$ cat config.mk
export PLATFORM = sky130hd
export DESIGN_NAME = qm_decode_pipe
export DESIGN_NICKNAME = d
export VERILOG_FILES = /design/src/rtl/qm_pkg.sv /design/src/rtl/qm_regfile_p.sv /design/src/rtl/qm_decode_pipe.sv
export SDC_FILE = /design/constraint.sdc
export NUM_CORES = 2
export LEC_CHECK = 0
export CORE_ASPECT_RATIO = 2
export CORE_MARGIN = 1.5
export CORE_UTILIZATION = 50
export CTS_CLUSTER_DIAMETER = 50
export CTS_CLUSTER_SIZE = 8
export DETAILED_ROUTE_END_ITERATION = 6
export HOLD_SLACK_MARGIN = 0.03
export PLACE_DENSITY = 0.71
export SETUP_SLACK_MARGIN = 0.02
export SLEW_MARGIN = 30
export SYNTH_ARGS = -nofsm -noshare
export SYNTH_HDL_FRONTEND = slang
export SYNTH_SLANG_ARGS = --single-unit
$ cat constraint.sdc
create_clock -name sys_clk -period 4.6 [get_ports sys_clk]
set_input_delay 0.46 -clock sys_clk [delete_from_list [all_inputs] [get_ports sys_clk]]
set_output_delay 0.46 -clock sys_clk [all_outputs]
set_load 0.02 [all_outputs]
$ cat src/rtl/qm_pkg.sv
// qm_pkg: shared opcode/funct constants and decode helpers
// for the qm pipelined decode stage.
package qm_pkg;

  localparam logic [5:0] OP_RTYPE = 6'h00;
  localparam logic [5:0] OP_BEQ   = 6'h04;
  localparam logic [5:0] OP_BNE   = 6'h05;
  localparam logic [5:0] OP_ADDI  = 6'h08;
  localparam logic [5:0] OP_ORI   = 6'h0D;
  localparam logic [5:0] OP_LW    = 6'h23;
  localparam logic [5:0] OP_SB    = 6'h28;
  localparam logic [5:0] OP_SH    = 6'h29;
  localparam logic [5:0] OP_SW    = 6'h2B;

  localparam logic [5:0] FN_ADD = 6'h20;
  localparam logic [5:0] FN_SUB = 6'h22;
  localparam logic [5:0] FN_AND = 6'h24;
  localparam logic [5:0] FN_OR  = 6'h25;

  function automatic int qm_aw(input int nregs);
    return (nregs > 2) ? $clog2(nregs) : 1;
  endfunction

  // Opcodes whose rt field is a source operand.
  function automatic logic rt_is_src(
    input logic [5:0] op
  );
    return op inside {
      OP_RTYPE, OP_BEQ, OP_BNE,
      OP_SB, OP_SH, OP_SW
    };
  endfunction

endpackage

$ cat src/rtl/qm_regfile_p.sv
// qm_regfile_p: 2R/1W register file, r0 hardwired to zero,
// same-cycle write-through on both read ports.
module qm_regfile_p #(
  parameter int DATA_W = 32,
  parameter int NREGS  = 32,
  parameter int AW     = $clog2(NREGS)
) (
  input  logic              clk,
  input  logic              rst_n,
  input  logic              we,
  input  logic [AW-1:0]     wa,
  input  logic [DATA_W-1:0] wd,
  input  logic [AW-1:0]     ra0,
  input  logic [AW-1:0]     ra1,
  output logic [DATA_W-1:0] rd0,
  output logic [DATA_W-1:0] rd1
);

  logic [DATA_W-1:0] regs [NREGS];

  always_ff @(posedge clk) begin
    if (!rst_n) begin
      for (int i = 0; i < NREGS; i++)
        regs[i] <= '0;
    end else if (we && wa != '0) begin
      regs[wa] <= wd;
    end
  end

  always_comb begin
    rd0 = regs[ra0];
    if (ra0 == '0)
      rd0 = '0;
    else if (we && wa == ra0)
      rd0 = wd;
  end

  always_comb begin
    rd1 = regs[ra1];
    if (ra1 == '0)
      rd1 = '0;
    else if (we && wa == ra1)
      rd1 = wd;
  end

endmodule

$ cat src/rtl/qm_decode_pipe.sv
// qm_decode_pipe: decode + operand read with forwarding,
// load-use stall and a registered ID/EX valid/ready stage.
module qm_decode_pipe
  import qm_pkg::*;
#(
  parameter int DATA_W  = 32,
  parameter int NREGS   = 32,
  parameter int CTRL_W  = 8,
  parameter bit FORWARD = 1'b1,
  localparam int AW     = qm_aw(NREGS)
) (
  input  logic              sys_clk,
  input  logic              sys_rst_n,
  input  logic              di_valid,
  output logic              di_ready,
  input  logic [31:0]       di_IR,
  output logic [5:0]        o_Opcode,
  output logic [5:0]        o_Function,
  input  logic [CTRL_W-1:0] ci_Ctrl,
  input  logic              ci_ImmZero,
  input  logic              wb_WE,
  input  logic [AW-1:0]     wb_WA,
  input  logic [DATA_W-1:0] wb_WD,
  input  logic              fw_WE,
  input  logic [AW-1:0]     fw_WA,
  input  logic [DATA_W-1:0] fw_WD,
  input  logic              ex_MemRead,
  input  logic [AW-1:0]     ex_WA,
  input  logic              flush,
  output logic              do_valid,
  input  logic              do_ready,
  output logic [DATA_W-1:0] do_RSVal,
  output logic [DATA_W-1:0] do_RTVal,
  output logic [DATA_W-1:0] do_Imm,
  output logic [AW-1:0]     do_RS,
  output logic [AW-1:0]     do_RT,
  output logic [AW-1:0]     do_RD,
  output logic [CTRL_W-1:0] do_Ctrl
);

  logic [AW-1:0]     rs_idx;
  logic [AW-1:0]     rt_idx;
  logic [AW-1:0]     rd_idx;
  logic [DATA_W-1:0] rf_rs;
  logic [DATA_W-1:0] rf_rt;
  logic [DATA_W-1:0] rs_val;
  logic [DATA_W-1:0] rt_val;
  logic [DATA_W-1:0] imm;
  logic              fwd_rs;
  logic              fwd_rt;
  logic              ld_rs;
  logic              ld_rt;
  logic              stall;
  logic              advance;

  assign o_Opcode   = di_IR[31:26];
  assign o_Function = di_IR[5:0];

  assign rs_idx = di_IR[21 +: AW];
  assign rt_idx = di_IR[16 +: AW];
  assign rd_idx = di_IR[11 +: AW];

  qm_regfile_p #(
    .DATA_W (DATA_W),
    .NREGS  (NREGS),
    .AW     (AW)
  ) u_rf (
    .clk   (sys_clk),
    .rst_n (sys_rst_n),
    .we    (wb_WE),
    .wa    (wb_WA),
    .wd    (wb_WD),
    .ra0   (rs_idx),
    .ra1   (rt_idx),
    .rd0   (rf_rs),
    .rd1   (rf_rt)
  );

  // Forward hits exclude r0 so the select cases stay disjoint.
  assign fwd_rs = FORWARD && fw_WE &&
                  fw_WA == rs_idx && rs_idx != '0;
  assign fwd_rt = FORWARD && fw_WE &&
                  fw_WA == rt_idx && rt_idx != '0;

  always_comb begin
    rs_val = '0;
    unique case (1'b1)
      (rs_idx == '0): rs_val = '0;
      fwd_rs:         rs_val = fw_WD;
      default:        rs_val = rf_rs;
    endcase
  end

  always_comb begin
    rt_val = '0;
    unique case (1'b1)
      (rt_idx == '0): rt_val = '0;
      fwd_rt:         rt_val = fw_WD;
      default:        rt_val = rf_rt;
    endcase
  end

  always_comb begin
    imm = {{(DATA_W-16){di_IR[15]}}, di_IR[15:0]};
    if (ci_ImmZero)
      imm = {{(DATA_W-16){1'b0}}, di_IR[15:0]};
  end

  assign ld_rs = (ex_WA == rs_idx);
  assign ld_rt = rt_is_src(o_Opcode) &&
                 (ex_WA == rt_idx);
  assign stall = ex_MemRead && ex_WA != '0 &&
                 (ld_rs || ld_rt);

  assign advance  = !do_valid || do_ready;
  assign di_ready = sys_rst_n && advance &&
                    !stall && !flush;

  always_ff @(posedge sys_clk) begin
    if (!sys_rst_n) begin
      do_valid <= 1'b0;
      do_RSVal <= '0;
      do_RTVal <= '0;
      do_Imm   <= '0;
      do_RS    <= '0;
      do_RT    <= '0;
      do_RD    <= '0;
      do_Ctrl  <= '0;
    end else if (flush) begin
      do_valid <= 1'b0;
    end else if (advance) begin
      // A stall leaves di_ready low, so this inserts a bubble.
      do_valid <= di_valid && di_ready;
      do_RSVal <= rs_val;
      do_RTVal <= rt_val;
      do_Imm   <= imm;
      do_RS    <= rs_idx;
      do_RT    <= rt_idx;
      do_RD    <= rd_idx;
      do_Ctrl  <= ci_Ctrl;
    end
  end

endmodule

==> impl_metrics.toml <==
[setup_path]
crit_slowest_cell = "a2111oi_0"
crit_fanout = 28
cp.arrival_ns = 4.17
worstSetupPathType = "input pin to register"
path_cells = "clkdlybuf4s50_1 -> and2b_1 -> nand2_2 -> buf_4 -> o22ai_1 -> a2111oi_0 -> nand4_1 -> o211ai_1"
start_kind = "input pin"
rr_startpoint = "do_valid$_SDFFE_PP0N_"
end_kind = "register"
r2r-end = "do_RTVal[8]$_SDFFE_PN0P_"
cp.required_ns = 5.28
rr_worst_depth = 7
r2r_setup_slack_ns = 2.00
critPathMaxStageDelay_ns = 0.95

[global_routing]
use_met1_pct = 40.2
grt_max_degree = 95
antenna_found_initial = 11
grt_pass1_wl_um = 309000
met3_usage_pct = 6.78
top_usage_layer = "met2"
grt_overflow = 0
grt_use_total_pct = 34.5
grt_pass1_vias = 45300
grt_use_met2_pct = 58.1

[synthesis]
ys_ff_latch = 1124
synth_ff_type = "edfxtp_1"
synth.distinct_cells = 59
synthesis.area_um2 = 60700
yosysTopAreaCell = "edfxtp_1"
synth_most_common_cell = "edfxtp_1"
netlist_top_cells_count = "1,024 x edfxtp_1, 993 x and2_1, 487 x mux2i_1, 465 x mux2_2, 352 x clkbuf_1"
ys_warn_count = 0
synth_cells = 5006
synth_edf_count = 1024
synth_async_sr_flop_share_pct = 0
synth.area.top_cells = "edfxtp_1 51%, and2_1 10%, mux2_2 8.6%"
yosys.area.top_type_share_pct = 50.7
ys_seq_area_share_pct = 54.0
synth_area_per_cell_um2 = 12.1

[clock_network]
cts_buffers = 158
cts_buffer_depth = 3
cts_sinks = 1124
postCtsResizedCells = 0
clkLatencyLatePin_ns = 0.77
postCtsSetupRepairBufs = 0
cts_tree = "yes"
cts_htree_levels = 4
cts-root-buf = "clkbuf_16"
cts.clk_slew.worst_paths_ns = 0.05
hold_buffers = 0

[detailed_routing]
wl_per_cell_um = 32.5
drt_iter0_drc = 5826
antenna_left = 0
viasPerCell = 6.78
firstDrtPassIters = 7
vias = 45700
wl_um = 219000
drc = 1

[floorplanning]
ioPinCount = 261
row_count = 180
die_w_um = 249
die_area_um2 = 124000
die_h_um = 496
initial_utilization_pct = 50.4
core_region_area_um2 = 120000

[power]
p_per_area_nw_per_um2 = 378
power.total_mw = 26.3
leakage_nw = 24.8
vdd.ir_drop.worst_uv = 339

[min_path]
hold_end = "do_Ctrl[2]$_SDFFE_PN0P_"
hold_depth = 3
worstHoldStart = "sys_rst_n"
hold_class = "input pin to register"

[sta]
fmax_mhz = 287
period_share_pct = 75.7
hold_viol = 0
relSlewSlack_pct = 22.4
worst_slew_pin_slew_ns = 1.14
setup_slack_ns = 1.12
rsz0062_at_grt = "false"
drv_slew = 0
tns_ns = 0
finalSetupViolations = 0
fin_crit_ns = 3.48
clock_skew_ns = 0.0259

[place]
dp_hpwl_um = 137000
portBuffers = 260
place.gp.congestion = 0.953
dp_worst_setup_slack_ns = 0.578

[run_status]
violations = "design-rule violations"
status = "finished, violations left"

[finish]
syn_to_final_growth_pct = 14.6
fillers = 9684
nets = 5234
drive_gt1_share_pct = 18.4

[job]
cap_viol_max_count = 0
## layer usage
layer  wire, µm  vias to the layer above
li1           -                    19000
met1      75100                    22400
met2     105000                     3309
met3      22600                      937
met4      15600                        8
met5         57                        -
## power by group
group | leakage (nW) | internal (mW) | switching, mW | total, mW
registers | 10.6 | 11.8 | 0.445 | 12.2
clock network | 2.15 | 6.53 | 4.36 | 10.9
logic | 12.1 | 1.23 | 1.95 | 3.18
total | 24.8 | 19.5 | 6.76 | 26.3
## cell type report
class | count | area, µm² | area share [%]
Clock buffer | 232 | 4380 | 6.30
Tap cell | 1547 | 1940 | 2.79
Sequential cell | 1124 | 32800 | 47.1
Multi-Input combinational cell | 3363 | 26100 | 37.6
Clock inverter | 6 | 88.8 | 0.128
Inverter | 3 | 13.8 | 0.0198
Antenna cell | 2 | 5.00 | 0.00720
Timing Repair Buffer | 456 | 4220 | 6.08
## critical path: cells and delay by family
family | cells | cell delay (ns)
AOI/OAI and AO/OA | 3 | 1.16
and+or+nand+nor | 3 | 1.28
buffers and inverters | 2 | 1.23
## registers in the layout (all words and copies together) (netlist names)
name	flops
u_rf.regs	1024
do_RSVal	32
do_RTVal	32
do_Imm	17
do_Ctrl	8
do_RS	5
do_RT	5
do_valid	1
## cell usage in the layout, fill, tap and decap left out, types with 53 or more instances in the layout
cell type,count
a2111oi_0,53
a211oi_1,79
a22o_1,94
a22oi_1,65
a31oi_1,56
a32oi_1,64
and2_1,993
buf_4,176
clkbuf_1,67
clkbuf_16,165
clkdlybuf4s50_1,233
dfxtp_1,100
edfxtp_1,1024
mux2_2,465
mux2i_1,487
nand2_1,127
nand4_1,65
nor2b_1,73
nor3_1,76
o211ai_1,111
o22ai_1,224
## kinds of logic (layout without fill, tap and decap cells)
group                     Yosys count  count (layout)  share of synthesized area (%)
other                               1              34                        0.00618
buffers and inverters             550             697                           4.16
DFF                              1124            1124                           54.0
AOI/OAI and AO/OA                 876             876                           10.3
and+or+nand+nor                  1473            1473                           14.4
muxes                             952             952                           16.7
xor gates and xnor gates           30              30                          0.433
## worst max-delay path by stage
stage / slack (ns) / from / cells past startpoint / to
floorplan: 0.56 / sys_rst_n / 6 / u_rf.regs[22][0]$_SDFFCE_PN0P_
CTS: 1.22 / di_IR[20] / 8 / di_ready
finish: 1.12 / di_IR[19] / 8 / do_RTVal[8]$_SDFFE_PN0P_
global route: 1.08 / di_IR[17] / 8 / di_ready
global placement: 0.71 / di_IR[19] / 8 / do_RTVal[8]$_SDFFE_PN0P_
detailed placement: 0.58 / di_IR[19] / 8 / do_RTVal[8]$_SDFFE_PN0P_
## through the flow
stage | hold WS (ns) | util [%] | cells | area (µm²)
2_1_floorplan | 0.535 | - | 5037 | 60800
3_3_place_gp | 0.441 | 54.2 | 6493 | 65100
3_5_place_dp | 0.446 | 54.1 | 6493 | 65100
4_1_cts | 0.219 | 57.8 | 6731 | 69500
5_1_grt | 0.253 | 57.8 | 6732 | 69500
6_report | 0.232 | 57.8 | 6733 | 69500
(Power assumes the default switching activity.)
